--- src/rtl/serial_subtractor.sv ---
// Bit-serial unsigned subtractor: a - b one bit per cycle, LSB first, one full-subtractor cell.
// Latency: out_valid rises WIDTH cycles after the accept edge; accepts are spaced at least WIDTH+2 cycles apart.
// Backpressure: the result is held in DONE until out_ready; in_ready is low everywhere except IDLE.
module serial_subtractor #(
    parameter int WIDTH = 2
) (
    input  logic             clock,
    input  logic             reset,
    input  logic             in_valid,
    output logic             in_ready,
    input  logic [WIDTH-1:0] a,
    input  logic [WIDTH-1:0] b,
    output logic             out_valid,
    input  logic             out_ready,
    output logic [WIDTH:0]   out,
    output logic             busy
);

    // One extra bit so the counter can reach WIDTH without wrapping.
    localparam int CW = $clog2(WIDTH) + 1;
    localparam logic [CW-1:0] LAST = CW'(WIDTH - 1);

    typedef enum logic [1:0] {
        IDLE = 2'd0,
        BUSY = 2'd1,
        DONE = 2'd2
    } state_t;

    state_t           state;
    state_t           state_nxt;
    logic [WIDTH-1:0] a_sh;
    logic [WIDTH-1:0] b_sh;
    logic [WIDTH-1:0] diff_q;
    logic [WIDTH-1:0] diff_nxt;
    logic             br;
    logic             br_nxt;
    logic             d;
    logic [CW-1:0]    cnt;
    logic             last_bit;

    // Status outputs decode the registered state only.
    assign in_ready  = (state == IDLE);
    assign busy      = (state == BUSY);
    assign out_valid = (state == DONE);
    assign last_bit  = (cnt == LAST);

    // Full-subtractor cell on the current LSBs; the new difference bit enters at the top of diff_q.
    always_comb begin
        d        = a_sh[0] ^ b_sh[0] ^ br;
        br_nxt   = (~a_sh[0] & b_sh[0]) | (~(a_sh[0] ^ b_sh[0]) & br);
        diff_nxt = (diff_q >> 1) | (WIDTH'(d) << (WIDTH - 1));
    end

    // State register.
    always_ff @(posedge clock or posedge reset) begin
        if (reset) begin
            state <= IDLE;
        end else begin
            state <= state_nxt;
        end
    end

    // Next-state logic: no bypass from DONE straight to a new accept.
    always_comb begin
        state_nxt = state;
        case (state)
            IDLE:    if (in_valid)  state_nxt = BUSY;
            BUSY:    if (last_bit)  state_nxt = DONE;
            DONE:    if (out_ready) state_nxt = IDLE;
            default: state_nxt = IDLE;
        endcase
    end

    // Datapath: capture on accept, shift one bit per BUSY cycle, load out on the last bit only.
    always_ff @(posedge clock or posedge reset) begin
        if (reset) begin
            a_sh   <= '0;
            b_sh   <= '0;
            diff_q <= '0;
            br     <= 1'b0;
            cnt    <= '0;
            out    <= '0;
        end else begin
            case (state)
                IDLE: begin
                    if (in_valid) begin
                        a_sh   <= a;
                        b_sh   <= b;
                        diff_q <= '0;
                        br     <= 1'b0;
                        cnt    <= '0;
                    end
                end
                BUSY: begin
                    a_sh   <= a_sh >> 1;
                    b_sh   <= b_sh >> 1;
                    diff_q <= diff_nxt;
                    br     <= br_nxt;
                    cnt    <= cnt + CW'(1);
                    if (last_bit) begin
                        out <= {br_nxt, diff_nxt};
                    end
                end
                default: ;
            endcase
        end
    end

endmodule

--- config.mk ---
export PLATFORM = sky130hd
export DESIGN_NAME = serial_subtractor
export DESIGN_NICKNAME = d
export VERILOG_FILES = /design/src/rtl/serial_subtractor.sv
export SDC_FILE = /design/constraint.sdc
export NUM_CORES = 1
export LEC_CHECK = 0
export ABC_AREA = 1
export CAP_MARGIN = 20
export CORE_AREA = 3 3 43 45
export CTS_CLUSTER_DIAMETER = 100
export DETAILED_ROUTE_END_ITERATION = 7
export DIE_AREA = 0 0 46 48
export PLACE_DENSITY_LB_ADDON = 0.3
export SYNTH_ARGS = -nofsm -noshare
export SYNTH_HDL_FRONTEND = slang
export SYNTH_SLANG_ARGS = --single-unit
--- constraint.sdc ---
create_clock -name clock -period 2.75 [get_ports clock]
set_input_delay 0.55 -clock clock [delete_from_list [all_inputs] [get_ports clock]]
set_output_delay 0.55 -clock clock [all_outputs]
set_load 0.005 [all_outputs]
* Word level (Yosys, flattened, before mapping) *
Index checks and enable logic that the tools add are counted.

storage, ports and cells
  output and inout port bits = 6
  logic and storage cells = 40
  bits of input ports = 8
  register bits after elaboration = 14

operators by class
  equal/unequal tests = 6
  multiplexer cells = 13
  add/sub/neg operators = 1
  reductions and logical operators = 5
  bitwise operators = 8

operators with widths
  cell                                                   count
  case mux 2 bit (2 select lines)                        4
  2-to-1 mux 2 bit                                       6
  case mux 2 bit (3 select lines)                        1
  == test 2 x 1 -> 1 bit, second input constant          2
  inequality test 2 x 1 -> 1 bit, second input constant  2
  AND reduction 2 bit                                    2
  AND reduction 3 bit                                    1
  adder 2 x 1 -> 2 bit, second input constant            1
  AND 1 bit                                              2
  == test 2 bit, second input constant                   1
  logical NOT 2 bit                                      1
  inequality test 2 bit, second input constant           1
  inverter 1 bit                                         2
  OR 1 x 2 -> 2 bit                                      1
  case mux 1 bit (2 select lines)                        1
  nonzero test 2 bit                                     1
  XOR 1 bit                                              2
  2-to-1 mux 1 bit                                       1
  OR 1 bit                                               1

* Depth between registers and ports, before layout *
  word-level depth = 5
  mapped depth = 6
  depth with buffers taken out = 5

* Worst setup path before layout *
No wires, ideal clock.

  kind = register to output
  start point = register state[0]
  end point = output in_ready
  arrival time = 0.662 ns
  setup slack = 1.538 ns
  data required time = 2.200 ns
  buffers on the path = 1
  stages on the path, launching flop included = 3
  path through = dfrtp_1 buf_6 nor2_1

between the ends
  longest elaborated chain between the ends = 1

RTL lines
  item                      line  text
  start: declaration        29    state_t state;
  start signal: assignment  59    state <= state_nxt;
  logical NOT 2 bit         42    assign in_ready = (state == IDLE);
  end: declaration          10    output logic in_ready,

No other way between the ends.

* Worst setup path in the final report *
  start point = register state[0]
  end point = output busy

between the ends
  longest elaborated chain between the ends = 1

RTL lines
  item                    line  text
  == test 2 x 1 -> 1 bit  43    assign busy = (state == BUSY);
  end: declaration        16    output logic busy

No other way between the ends.

==> qor.yml <==
cts-hold-fix-buffers: 0
routedWlPerCell_um: 11.4
power-per-cell-area_nw_per_um2: 1080
area_growth_pct: 27.0
cp_data_required_time_ps: 2200
post_cts_resize_count: 0
ant_nets: 0
totalPowerFinal_mw: 0.838
coreArea_um2: 1510
firstDrtPassIters: 2
cell_internal_pwr_mw: 0.509
clkLatencyLatePin_ps: 270
power_frac_seq_pct: 41.0
critical_path.endpoint_type: "output port"
synthCells: 66
max_freq_mhz: 466
critical_path_peak_fanout: 9
antenna_found_initial: 0
detailedPlacementHpwl_um: 859
gp_congestion: 0.770
maxCapViolCount: 0
final.period_utilization_pct: 78.1
dr_total_vias: 454
min-delay-start: "b_sh[0]$_DFFE_PP0P_"
num_rows: 14
distinct_cell_type_count_of_the_synthesized_netlist: 17
cts-root-buf: "sky130_fd_sc_hd__clkbuf_4"
vdd_ir_drop_max_mv: 0.367
preCtsSetupSlack_ps: 897
power.share.switching_pct: 39.2
design.die.area_um2: 2210
chipHeight_um: 48
filler_cell_count: 142
drt_drc_violations_left: 0
warnings_synthesis: 0
synth_sequential_area_ratio_pct: 53.2
maximum_number_of_pins_on_one_net_before_global_route_repair: 14
leakagePower_nw: 0.380
finalSetupViolCount: 0
cts_tree: "done"
final_cell_mix: "sky130_fd_sc_hd__nand2_1, sky130_fd_sc_hd__dfrtp_1, sky130_fd_sc_hd__clkdlybuf4s50_1"
first_pass_grt_wire_length_mm: 1.79
net-switching-power_mw: 0.328
critPathArrivalTime_ps: 1600
max-slew-margin-rel_pct: 67.2
wirelength_mm: 1.12
slew_violations: 0
numPortBuffers: 13
tritoncts.num_buffers: 3
initialDrtViolationCount: 2
final_period_minus_worst_setup_slack_ps: 2150
nNetsFinal: 93
clock_tree.buffer_depth: 2
postLayoutSetupSlackWorst_ps: 603
floorplan.initialDensity_pct: 40.6
htreeDepth: 1
chipWidth_um: 46
post_cts_buffers: 0
detail_route.vias_per_cell: 4.63
timing.setup.tns_ps: 0
n_antenna_cell: 0
globalRouteOverflowTotal: 0
hold_violations: 0
timing.critical_path.from_type: "register"
reg2reg_from: "a_sh[0]$_DFFE_PP0P_"
post_route_cells_drive_above_1_share_pct: 13.4
worst_min_delay_path_class: "register to register"
run_status: "complete, no violations"
top_level_ports: 14
syn_nets: 76
clock-skew-final_ps: 5.88
cp-startpoint: "state[0]$_DFFE_PP0P_"
first_global_vias: 401
clk_pin_slew_worst_paths_ps: 70
postLayoutCoreUtil_pct: 51.6
clock_sinks: 13
p_clk_share_pct: 13.8
globalRouteTotalUtil_pct: 12.0
synth-seq-cells: 13
synth_area_um2: 612
mostFrequentLayoutCell: "sky130_fd_sc_hd__nand2_1"
measured_slew_at_the_worst_slew_check_pin_ps: 492
p_comb_share_pct: 45.2
rsz0062_at_grt: "false"
avgSynthCellArea_um2: 9.27
path_class: "register to output port"
synthesized netlist by cell type:
cell type	n	share of area (%)
sky130_fd_sc_hd__nand2_1	16	9.8
sky130_fd_sc_hd__dfrtp_1	13	53
sky130_fd_sc_hd__inv_1	9	5.5
sky130_fd_sc_hd__nand3_1	5	4.1
sky130_fd_sc_hd__nor2_1	3	1.8
sky130_fd_sc_hd__o21ai_0	3	2.5
sky130_fd_sc_hd__o21ai_1	3	2.5
sky130_fd_sc_hd__a21oi_1	2	1.6
sky130_fd_sc_hd__inv_2	2	1.2
sky130_fd_sc_hd__nand2_4	2	3.7
sky130_fd_sc_hd__o21ai_2	2	2.9
sky130_fd_sc_hd__buf_6	1	1.8
sky130_fd_sc_hd__fa_1	1	3.3
sky130_fd_sc_hd__ha_1	1	2.0
sky130_fd_sc_hd__nand2_2	1	1.0
sky130_fd_sc_hd__nor2_4	1	1.8
sky130_fd_sc_hd__o31ai_1	1	1.2
per-layer routing:
layer | share of wire, % | track usage [%] | up-vias
met1 | 46 | 13.6 | 205
met5 | 0 | 0 | -
met4 | 1.9 | 8.52 | 0
li1 | - | - | 238
met3 | 3.1 | 3.38 | 4
met2 | 49 | 19.5 | 7
worst max-delay path, cell delays in order, from the launching register on:
cell                              delay, ps
sky130_fd_sc_hd__dfrtp_1                590
sky130_fd_sc_hd__inv_2                   80
sky130_fd_sc_hd__nor2_4                 140
sky130_fd_sc_hd__clkdlybuf4s50_1        520
through the flow:
| stage | hold slack, ps | instances | instance area, µm² |
|---|---|---|---|
| 4_1_cts | 489 | 98 | 777 |
| 5_1_grt | 517 | 98 | 777 |
| 3_3_place_gp | 458 | 94 | 751 |
| 6_report | 484 | 98 | 777 |
| 2_1_floorplan | 427 | 66 | 612 |
| 3_5_place_dp | 471 | 94 | 751 |
flip-flops by register name, indices dropped and copies added (netlist names):
signal,count
cnt,2
diff_q,1
br,1
b_sh,2
a_sh,2
out,3
state,2
cells by family (layout without fill, tap and decap cells):
logic type / after synthesis / after routing / share of synthesized area [%]
adder cells (fa/ha/maj): 2 / 2 / 5.32
AND/OR/NAND/NOR: 28 / 28 / 22.3
buffers and inverters: 12 / 28 / 8.59
flip-flops: 13 / 13 / 53.2
AO/OA/AOI/OAI: 11 / 11 / 10.6
power by group through the flow:
stage	clock, mW	sequential (mW)	combinational [mW]
after floorplan	0	0.318	0.287
after global placement	0	0.343	0.378
after detailed placement	0	0.348	0.386
after CTS	0.121	0.344	0.387
after global routing	0.131	0.352	0.433
final	0.116	0.343	0.379
layout make-up:
cell class	instances	area [µm²]	area share, %
Multi-Input combinational cell	41	234	30.1
Tap cell	16	20.0	2.58
Clock buffer	4	26.3	3.38
Timing Repair Buffer	13	130	16.7
Sequential cell	13	325	41.9
Inverter	11	41.3	5.31
path summary, 6_finish.rpt:
path	to	slack [ps]	cells past startpoint
worst max-delay path	busy	600	3
worst min-delay path	b_sh[0]$_DFFE_PP0P_	480	2
worst max register to register	diff_q[1]$_DFFE_PP0P_	1550	3
worst min register to register	b_sh[0]$_DFFE_PP0P_	480	2
max in group asynchronous	diff_q[1]$_DFFE_PP0P_	1820	2
min in group asynchronous	b_sh[1]$_DFFE_PP0P_	600	2
No activity file was read; power rests on OpenSTA's default activity.
